## config.mk

```make
export PLATFORM = sky130hd
export DESIGN_NAME = aes_round_ctrl
export DESIGN_NICKNAME = d
export VERILOG_FILES = /design/src/rtl/aes_pkg.sv /design/src/rtl/aes_rk_index_gen.sv /design/src/rtl/aes_round_ctrl.sv
export SDC_FILE = /design/constraint.sdc
export NUM_CORES = 1
export LEC_CHECK = 0
export ABC_AREA = 1
export BUFFER_PORTS_ARGS = -buffer_cell sky130_fd_sc_hd__buf_2
export CORE_UTILIZATION = 54
export DETAILED_ROUTE_END_ITERATION = 10
export GPL_TIMING_DRIVEN = 0
export PLACE_DENSITY_LB_ADDON = 0.08
export REMOVE_ABC_BUFFERS = 1
export SLEW_MARGIN = 20
export SYNTH_ARGS = -nofsm -noshare
export SYNTH_HDL_FRONTEND = slang
export SYNTH_SLANG_ARGS = --single-unit
```

## constraint.sdc

```tcl
create_clock -name clk_i -period 1.9 [get_ports clk_i]
set_input_delay 0.095 -clock clk_i [delete_from_list [all_inputs] [get_ports clk_i]]
set_output_delay 0.095 -clock clk_i [all_outputs]
set_load 0.01 [all_outputs]
```

## src/rtl/aes_pkg.sv

```systemverilog
// Shared types and constants for the AES round sequencer.
// Optional feature macro: AES_MULTI_KEY_EN (per-request key size selection).
package aes_pkg;

  localparam int RND_W  = 4;
  localparam int WAIT_W = 3;

  localparam logic [RND_W-1:0] AES_NR_128 = 4'd10;
  localparam logic [RND_W-1:0] AES_NR_192 = 4'd12;
  localparam logic [RND_W-1:0] AES_NR_256 = 4'd14;

  typedef enum logic [1:0] {
    ST_IDLE = 2'd0,
    ST_KEY  = 2'd1,
    ST_EXEC = 2'd2,
    ST_DONE = 2'd3
  } ctrl_state_e;

  typedef enum logic [1:0] {
    KS_128  = 2'd0,
    KS_192  = 2'd1,
    KS_256  = 2'd2,
    KS_RSVD = 2'd3
  } key_size_e;

  // The reserved encoding falls back to the AES-128 round count.
  function automatic logic [RND_W-1:0] nr_of(input key_size_e ks);
    case (ks)
      KS_192:  return AES_NR_192;
      KS_256:  return AES_NR_256;
      default: return AES_NR_128;
    endcase
  endfunction

endpackage

```

## src/rtl/aes_rk_index_gen.sv

```systemverilog
// Maps the round counter to the round-key index for the selected direction,
// and flags the final round (the one that skips mix-columns).
module aes_rk_index_gen
  import aes_pkg::*;
(
  input  logic [RND_W-1:0] round_i,
  input  logic             encrypt_i,
  input  logic [RND_W-1:0] nr_i,
  output logic [RND_W-1:0] rk_idx_o,
  output logic             last_o
);

  // Decryption walks the key schedule backwards from Nr down to 0.
  assign rk_idx_o = encrypt_i ? round_i : (nr_i - round_i);
  assign last_o   = (round_i == nr_i);

endmodule

```

## src/rtl/aes_round_ctrl.sv

```systemverilog
// Round sequencer for the iterative AES core: key fetch, round pulses, completion handshake.
// Optional feature macro: AES_MULTI_KEY_EN adds key_size_i and per-request Nr selection.
module aes_round_ctrl
  import aes_pkg::*;
#(
  parameter int DP_LATENCY = 1
) (
  input  logic             clk_i,
  input  logic             rst_i,
  input  logic             in_valid_i,
  output logic             in_ready_o,
  input  logic             encrypt_i,
`ifdef AES_MULTI_KEY_EN
  input  logic [1:0]       key_size_i,
`endif
  output logic             rk_req_o,
  output logic [RND_W-1:0] rk_idx_o,
  input  logic             rk_valid_i,
  output logic             dp_load_o,
  output logic             dp_round_en_o,
  output logic             dp_mix_bypass_o,
  output logic             dp_encrypt_o,
  output logic             out_valid_o,
  input  logic             out_ready_i,
  output logic             busy_o
);

  localparam logic [WAIT_W-1:0] WAIT_INIT = WAIT_W'(DP_LATENCY - 1);

  ctrl_state_e       state_q;
  logic [RND_W-1:0]  round_q;
  logic [WAIT_W-1:0] wait_q;
  logic              enc_q;
  logic              in_ready_q;
  logic              busy_q;
  logic              out_valid_q;
  logic              rk_req_q;

  logic [RND_W-1:0]  nr;
  logic [RND_W-1:0]  idx;
  logic              last;
  logic              fire;

`ifdef AES_MULTI_KEY_EN
  key_size_e ks_q;
  assign nr = nr_of(ks_q);
`else
  assign nr = AES_NR_128;
`endif

  aes_rk_index_gen u_idx (
    .round_i   (round_q),
    .encrypt_i (enc_q),
    .nr_i      (nr),
    .rk_idx_o  (idx),
    .last_o    (last)
  );

  // A round is issued in the very cycle its key arrives, so pulses are gated by rk_valid_i.
  assign fire = (state_q == ST_KEY) && rk_valid_i;

  always_ff @(posedge clk_i) begin
    if (rst_i) begin
      state_q     <= ST_IDLE;
      round_q     <= '0;
      wait_q      <= '0;
      enc_q       <= 1'b0;
      in_ready_q  <= 1'b1;
      busy_q      <= 1'b0;
      out_valid_q <= 1'b0;
      rk_req_q    <= 1'b0;
`ifdef AES_MULTI_KEY_EN
      ks_q        <= KS_128;
`endif
    end else begin
      case (state_q)
        ST_IDLE: begin
          if (in_valid_i) begin
            enc_q      <= encrypt_i;
`ifdef AES_MULTI_KEY_EN
            ks_q       <= key_size_e'(key_size_i);
`endif
            round_q    <= '0;
            state_q    <= ST_KEY;
            in_ready_q <= 1'b0;
            busy_q     <= 1'b1;
            rk_req_q   <= 1'b1;
          end
        end
        ST_KEY: begin
          if (rk_valid_i) begin
            if (DP_LATENCY > 1) begin
              state_q  <= ST_EXEC;
              wait_q   <= WAIT_INIT;
              rk_req_q <= 1'b0;
            end else if (last) begin
              state_q     <= ST_DONE;
              rk_req_q    <= 1'b0;
              out_valid_q <= 1'b1;
            end else begin
              round_q <= round_q + RND_W'(1);
            end
          end
        end
        ST_EXEC: begin
          if (wait_q == WAIT_W'(1)) begin
            if (last) begin
              state_q     <= ST_DONE;
              out_valid_q <= 1'b1;
            end else begin
              round_q  <= round_q + RND_W'(1);
              state_q  <= ST_KEY;
              rk_req_q <= 1'b1;
            end
          end else begin
            wait_q <= wait_q - WAIT_W'(1);
          end
        end
        ST_DONE: begin
          if (out_ready_i) begin
            state_q     <= ST_IDLE;
            out_valid_q <= 1'b0;
            in_ready_q  <= 1'b1;
            busy_q      <= 1'b0;
          end
        end
        default: state_q <= ST_IDLE;
      endcase
    end
  end

  assign in_ready_o      = in_ready_q;
  assign busy_o          = busy_q;
  assign out_valid_o     = out_valid_q;
  assign rk_req_o        = rk_req_q;
  assign rk_idx_o        = (state_q == ST_KEY) ? idx : '0;
  assign dp_load_o       = fire && (round_q == '0);
  assign dp_round_en_o   = fire && (round_q != '0);
  assign dp_mix_bypass_o = fire && last;
  assign dp_encrypt_o    = enc_q;

endmodule

```

==> metrics.cfg, run 1 <==
[timing]
max-slew-margin-rel_pct = 71.5
max_freq_ghz = 0.592
max_clock_skew_ps = 3.57
slew_of_the_pin_with_the_lowest_slew_margin_ps = 427
post_route_setup_tns_ps = 0
period_minus_slack_ps = 1690
finalHoldViolations = 0
min_period_over_period_pct = 88.9
unrepaired_setup_endpoints_after_global_routing = false
final_max_slew_viol_count = 0
finalHoldWorstSlack_ps = 84.4
setup_violations = 0
setup_ws_ps = 211

[finish]
nNetsFinal = 186
number_of_inserted_diodes = 0
mostFrequentLayoutCell = nand2_1
synth_to_final_area_change_pct = 14.0
ratio_of_cells_with_drive_above_1_in_the_final_layout_pct = 22.0
layout.cells.most_common_list = 38 x nand2_1, 22 x nor2_1, 17 x buf_2

[critical_path]
worstPathMaxFanout = 9
cp_data_required_time_ps = 1800
crit-reg2reg-launch = state_q[0]
number_of_buffers_and_inverters_on_the_critical_path = 2
crit_slowest_cell = ha_2
cp_cell_sequence = inv_1 > ha_2 > nand2_1 > a31oi_1 > buf_2
timing.critical_path.from = state_q[1]
timing.critical_path.slowest_cell_delay_ps = 370
worstSetupEndpointType = output pin
crit_path_start_kind = flop
crit_type = reg -> out
timing.critical_path.max_delay_family = adder cells
cp_data_arrival_time_ps = 1590

[global_routing]
global_route.overflow_total = 0
track_usage_pct = 22.8
first_global_vias = 795
grt_pass1_wl_mm = 3.42
grt_max_degree = 14
antenna_violations_before_repair = 0

[clock_network]
clock_buffer_depth = 2
cts.root.buffer_cell = clkbuf_4
tritoncts.num_buffers = 3
tritoncts = done
cts.reportedPaths.clkPinSlew_ps = 90
cts_setup_buffers = 0
h_tree_levels = 1
clk-insertion-delay-late_ps = 290
clkSinkCount = 14

[detailed_routing]
first_iter_violations = 11
overall_via_count_from_detail_route = 932
avgRoutedWirePerCell_um = 10.4
drcViolationCount = 0
route.antenna.remaining_nets = 0
drt_pass1_iterations = 4
wl_mm = 2.00
post_drt_via_cell_ratio = 4.83

[yosys]
synthTopCellsByArea = dfxtp_1 28%, nand2_1 14%, ha_1 14%
netlist.top_cell.by_area = dfxtp_1
netlist_instances = 148
share_of_the_synthesized_area_in_the_top_cell_type_pct = 27.6
syn_area_per_cell_um2 = 6.86
ys_ff_latch = 14
synth_cell_area_um2 = 1020
synth_flop_cell = dfxtp_1
yosys_warnings = 0
seq_total_area_yosys_pct = 27.6
asyncSetResetFlopFracSynth_pct = 0
synth_enable_flop_cells = 0
synth_cell_type_count = 24

[floorplanning]
coreArea_um2 = 1750
die_h_um = 45.4
io_pins = 18
core.rowCount = 15
fp.dieArea_um2 = 2060
start_util_pct = 58.2
fp.dieW_um = 45.4

[pwr]
power_uw = 1630
p_per_area_nw_per_um2 = 1410
worst_supply_voltage_drop_on_vdd_mv = 0.770
power.static_leakage_uw = 0.000627

[run_status]
run_status = finished, final reports clean

[run]
timing.max_cap.violations = 0

[placed_design]
hpwlAfterDp_mm = 1.58
pre_cts_ws_ps = 299
globalplace.congestion = 0.788
numPortBuffers = 17

[worst_hold_path]
timing.hold.worst.class = in -> reg
worstHoldStart = encrypt_i

==> state kept, by name, indices dropped and copies added (netlist names) <==
name and flops:
busy_o 1, dp_encrypt_o 1, in_ready_o 1, out_valid_o 1
rk_req_o 1, round_q 4, state_q 2, wait_q 3
==> logic make-up after synthesis <==
logic type	Yosys count	share of synthesized area, %
and+or+nand+nor	75	35.5
AOI/OAI and AO/OA	23	11.9
xor gates and xnor gates	1	0.862
buffers and inverters	24	10.6
DFF	14	27.6
adders and majority gates	11	13.5
==> what timing repair did <==
item	in CTS	in global routing
endpoints found under the hold margin	1	0
setup endpoints to repair	0	6
hold buffers	1	0
gates resized for setup	0	1
==> worst reg2reg max path, cell delays in order (launching register included) <==
cell and delay, ps:
dfxtp_1 440, inv_1 120, ha_1 250, nand2_2 110, nand2_2 110, nor2_8 100
nand3_4 110, nand2_1 90, nand2_1 50, nor2_1 100
==> metal layers <==
layer / GRT usage [%] / share of wire (%)
met5: 0 / 0
met4: 7.27 / 1.4
met3: 3.57 / 5.5
met2: 35.9 / 45
met1: 31.9 / 48
==> final timing paths <==
kind	to	slack (ps)	cells after the start
worst max-delay path	dp_round_en_o	210	5
worst max register to register	round_q[2]	370	9
worst min register to register	wait_q[2]	470	2
worst min-delay path	dp_encrypt_o	80	3
==> per-stage QoR <==
stage          utilization, %  cell area (µm²)  cells
2_1_floorplan               -              993    146
3_3_place_gp             63.6             1110    188
3_5_place_dp             63.6             1110    188
4_1_cts                  66.2             1160    193
5_1_grt                  66.4             1160    193
6_report                 66.4             1160    193
==> cells in the mapped netlist (2+ instances only) <==
cell     instances
dfxtp_1         14
nand2_2          2
nor2_1          22
a21oi_1         11
nand3_1          5
nand2_1         38
inv_1           16
nor2_2           2
inv_2            5
buf_6            2
ha_1            11
o21ai_0          8
==> layout make-up <==
type	instances	area, µm²
clock buffer	4	36.3
fill	167	587
inverter	22	85.1
multi-input combinational	110	631
sequential	14	280
tap	25	31.3
timing repair buffer	18	95.1
==> power by group <==
group | leakage (µW) | internal [µW] | switching (µW)
clock | 0.0000210 | 117 | 107
combinational | 0.000490 | 354 | 584
sequential | 0.000115 | 390 | 82.4
Power figures use the tool's default switching activity.
==> inputs of run 2 (changes only) <==
CORE_UTILIZATION = 58   (was 54)
clock period = 2.2 ns   (was 1.9 ns; I/O delays follow)
==> run 2 against run 1 <==
Die area decreased by 6.6%. Sequential power shrank 14%. Via count shrank 0.32%. Critical endpoint unchanged. Highest routed layer unchanged.
==> metrics.cfg, run 2 (same netlist as run 1, synthesis figures left out) <==
[critical_path]
reg2regPathDepth = 8  ; was 9
crit-reg2reg-launch = state_q[1]  ; was state_q[0]
crit_type = reg -> out  ; unchanged
cp_data_arrival_time_ps = 1750  ; was 1590 ps
worstSetupEndpointType = output pin  ; unchanged
cp_data_required_time_ps = 2090  ; was 1800 ps
crit_path_start_kind = flop  ; unchanged
regToRegEndpoint = round_q[2]  ; unchanged
worstPathMaxFanout = 9  ; unchanged
setup.reg_to_reg.worst_slack_ps = 600  ; was 370 ps

[finish]
max_flop_register = round_q  ; unchanged
layout.core_utilization_pct = 71.7  ; was 66.4%
synth_to_final_area_change_pct = 11.3  ; was 14.0%
mostFrequentLayoutCell = nand2_1  ; unchanged
largest_register_ffs = 4  ; unchanged
top_regs = round_q x4, wait_q x3, state_q x2  ; unchanged
fillerInstances = 132  ; was 167
ratio_of_cells_with_drive_above_1_in_the_final_layout_pct = 21.0  ; was 22.0%
layout.cells.most_common_list = 38 x nand2_1, 22 x nor2_1, 17 x buf_2  ; unchanged
number_of_inserted_diodes = 0  ; unchanged
final_design_area_no_fill_um2 = 1130  ; was 1160 µm²
nNetsFinal = 186  ; unchanged

[floorplanning]
start_util_pct = 64.4  ; was 58.2%
fp.dieW_um = 43.9  ; was 45.4 µm
core.rowCount = 14  ; was 15
fp.dieArea_um2 = 1920  ; was 2060 µm²
io_pins = 18  ; unchanged
die_h_um = 43.9  ; was 45.4 µm
coreArea_um2 = 1580  ; was 1750 µm²

[detailed_routing]
wl_mm = 1.97  ; was 2.00 mm
first_iter_violations = 12  ; was 11
drt_pass1_iterations = 4  ; unchanged
avgRoutedWirePerCell_um = 10.8  ; was 10.4 µm
post_drt_via_cell_ratio = 5.08  ; was 4.83
route.antenna.remaining_nets = 0  ; unchanged
drcViolationCount = 0  ; unchanged
overall_via_count_from_detail_route = 929  ; was 932

[worst_hold_path]
hold-path-endpoint = dp_encrypt_o  ; unchanged
timing.hold.worst.class = in -> reg  ; unchanged
worstHoldStart = encrypt_i  ; unchanged
hold-path-cell-count = 3  ; unchanged

[global_routing]
global_route.overflow_total = 0  ; unchanged
antenna_violations_before_repair = 0  ; unchanged
first_global_vias = 811  ; was 795
grt_max_degree = 14  ; unchanged
grt_pass1_wl_mm = 3.29  ; was 3.42 mm
track_usage_pct = 23.5  ; was 22.8%

[timing]
unrepaired_setup_endpoints_after_global_routing = false  ; unchanged
max_freq_ghz = 0.536
max_clock_skew_ps = 7.36  ; was 3.57 ps
final_max_slew_viol_count = 0  ; unchanged
setup_violations = 0  ; unchanged
max-slew-margin-rel_pct = 69.0  ; was 71.5%
finalHoldViolations = 0  ; unchanged
min_period_over_period_pct = 84.8
period_minus_slack_ps = 1860
slew_of_the_pin_with_the_lowest_slew_margin_ps = 465  ; was 427 ps
post_route_setup_tns_ps = 0  ; unchanged

[clock_network]
holdBufCountCts = 1  ; unchanged
clk-insertion-delay-late_ps = 280  ; was 290 ps
cts_setup_buffers = 0  ; unchanged
postCtsResizedCells = 0  ; unchanged
clock_buffer_depth = 2  ; unchanged
h_tree_levels = 1  ; unchanged
cts.root.buffer_cell = clkbuf_4  ; unchanged
tritoncts = done  ; unchanged
tritoncts.num_buffers = 3  ; unchanged
clkSinkCount = 14  ; unchanged
cts.reportedPaths.clkPinSlew_ps = 80  ; was 90 ps

[pwr]
worst_supply_voltage_drop_on_vdd_mv = 0.731  ; was 0.770 mV
p_per_area_nw_per_um2 = 1200  ; was 1410 nW/µm²
power.static_leakage_uw = 0.000621  ; was 0.000627 µW

[placed_design]
hpwlAfterDp_mm = 1.51  ; was 1.58 mm
numPortBuffers = 17  ; unchanged
placed_cell_area_um2 = 1100  ; was 1110 µm²
globalplace.congestion = 0.796  ; was 0.788

[run_status]
run_status = finished, final reports clean  ; unchanged

[run]
timing.max_cap.violations = 0  ; unchanged

[run 2: how the worst max path moves through the flow]
stage | end | startpoint | cells past startpoint | slack (ps)
finish | dp_round_en_o | state_q[1] | 5 | 340
global route | dp_round_en_o | state_q[1] | 5 | 180
CTS | dp_round_en_o | state_q[1] | 5 | 310
detailed placement | round_q[2] | state_q[1] | 8 | 610
global placement | round_q[1] | state_q[1] | 8 | 660
floorplan | round_q[1] | state_q[1] | 8 | 810
[run 2: where the power goes]
part           switching [µW]  total (µW)  internal, µW
sequential               69.6         407           337
clock                    83.5         147          63.6
combinational             505         805           300
total                     658        1360           701
[run 2: worst max-delay path, stage by stage, from the launching register on]
cell and delay, ps:
dfxtp_1 340, inv_1 160, ha_1 480, nand2_1 170, a31oi_1 180, buf_2 150
[run 2: per-layer routing]
| metal | GRT usage [%] | vias up | wire length [µm] |
|---|---|---|---|
| li1 | - | 502 | - |
| met1 | 28.4 | 400 | 927 |
| met2 | 37.9 | 23 | 923 |
| met3 | 7.08 | 4 | 92 |
| met4 | 11.5 | 0 | 28 |
| met5 | 0 | - | 0 |
[run 2: area by class of cell]
cell class                      instances  area (µm²)  area share [%]
Inverter                               22        85.1            7.52
Tap cell                               16        20.0            1.77
Timing Repair Buffer                   18        95.1            8.41
Multi-Input combinational cell        110         628            55.5
Sequential cell                        14         280            24.8
Clock buffer                            3        22.5            1.99
[run 2: per-stage QoR]
| step | hold slack [ps] | std cells | worst slack, ps | power (µW) |
|---|---|---|---|---|
| floorplan | 179 | 146 | 809 | 1030 |
| global placement | 279 | 179 | 664 | 1180 |
| detailed placement | 297 | 179 | 615 | 1220 |
| CTS | 105 | 183 | 309 | 1370 |
| global route | 117 | 183 | 185 | 1500 |
| finish | 104 | 183 | 335 | 1360 |
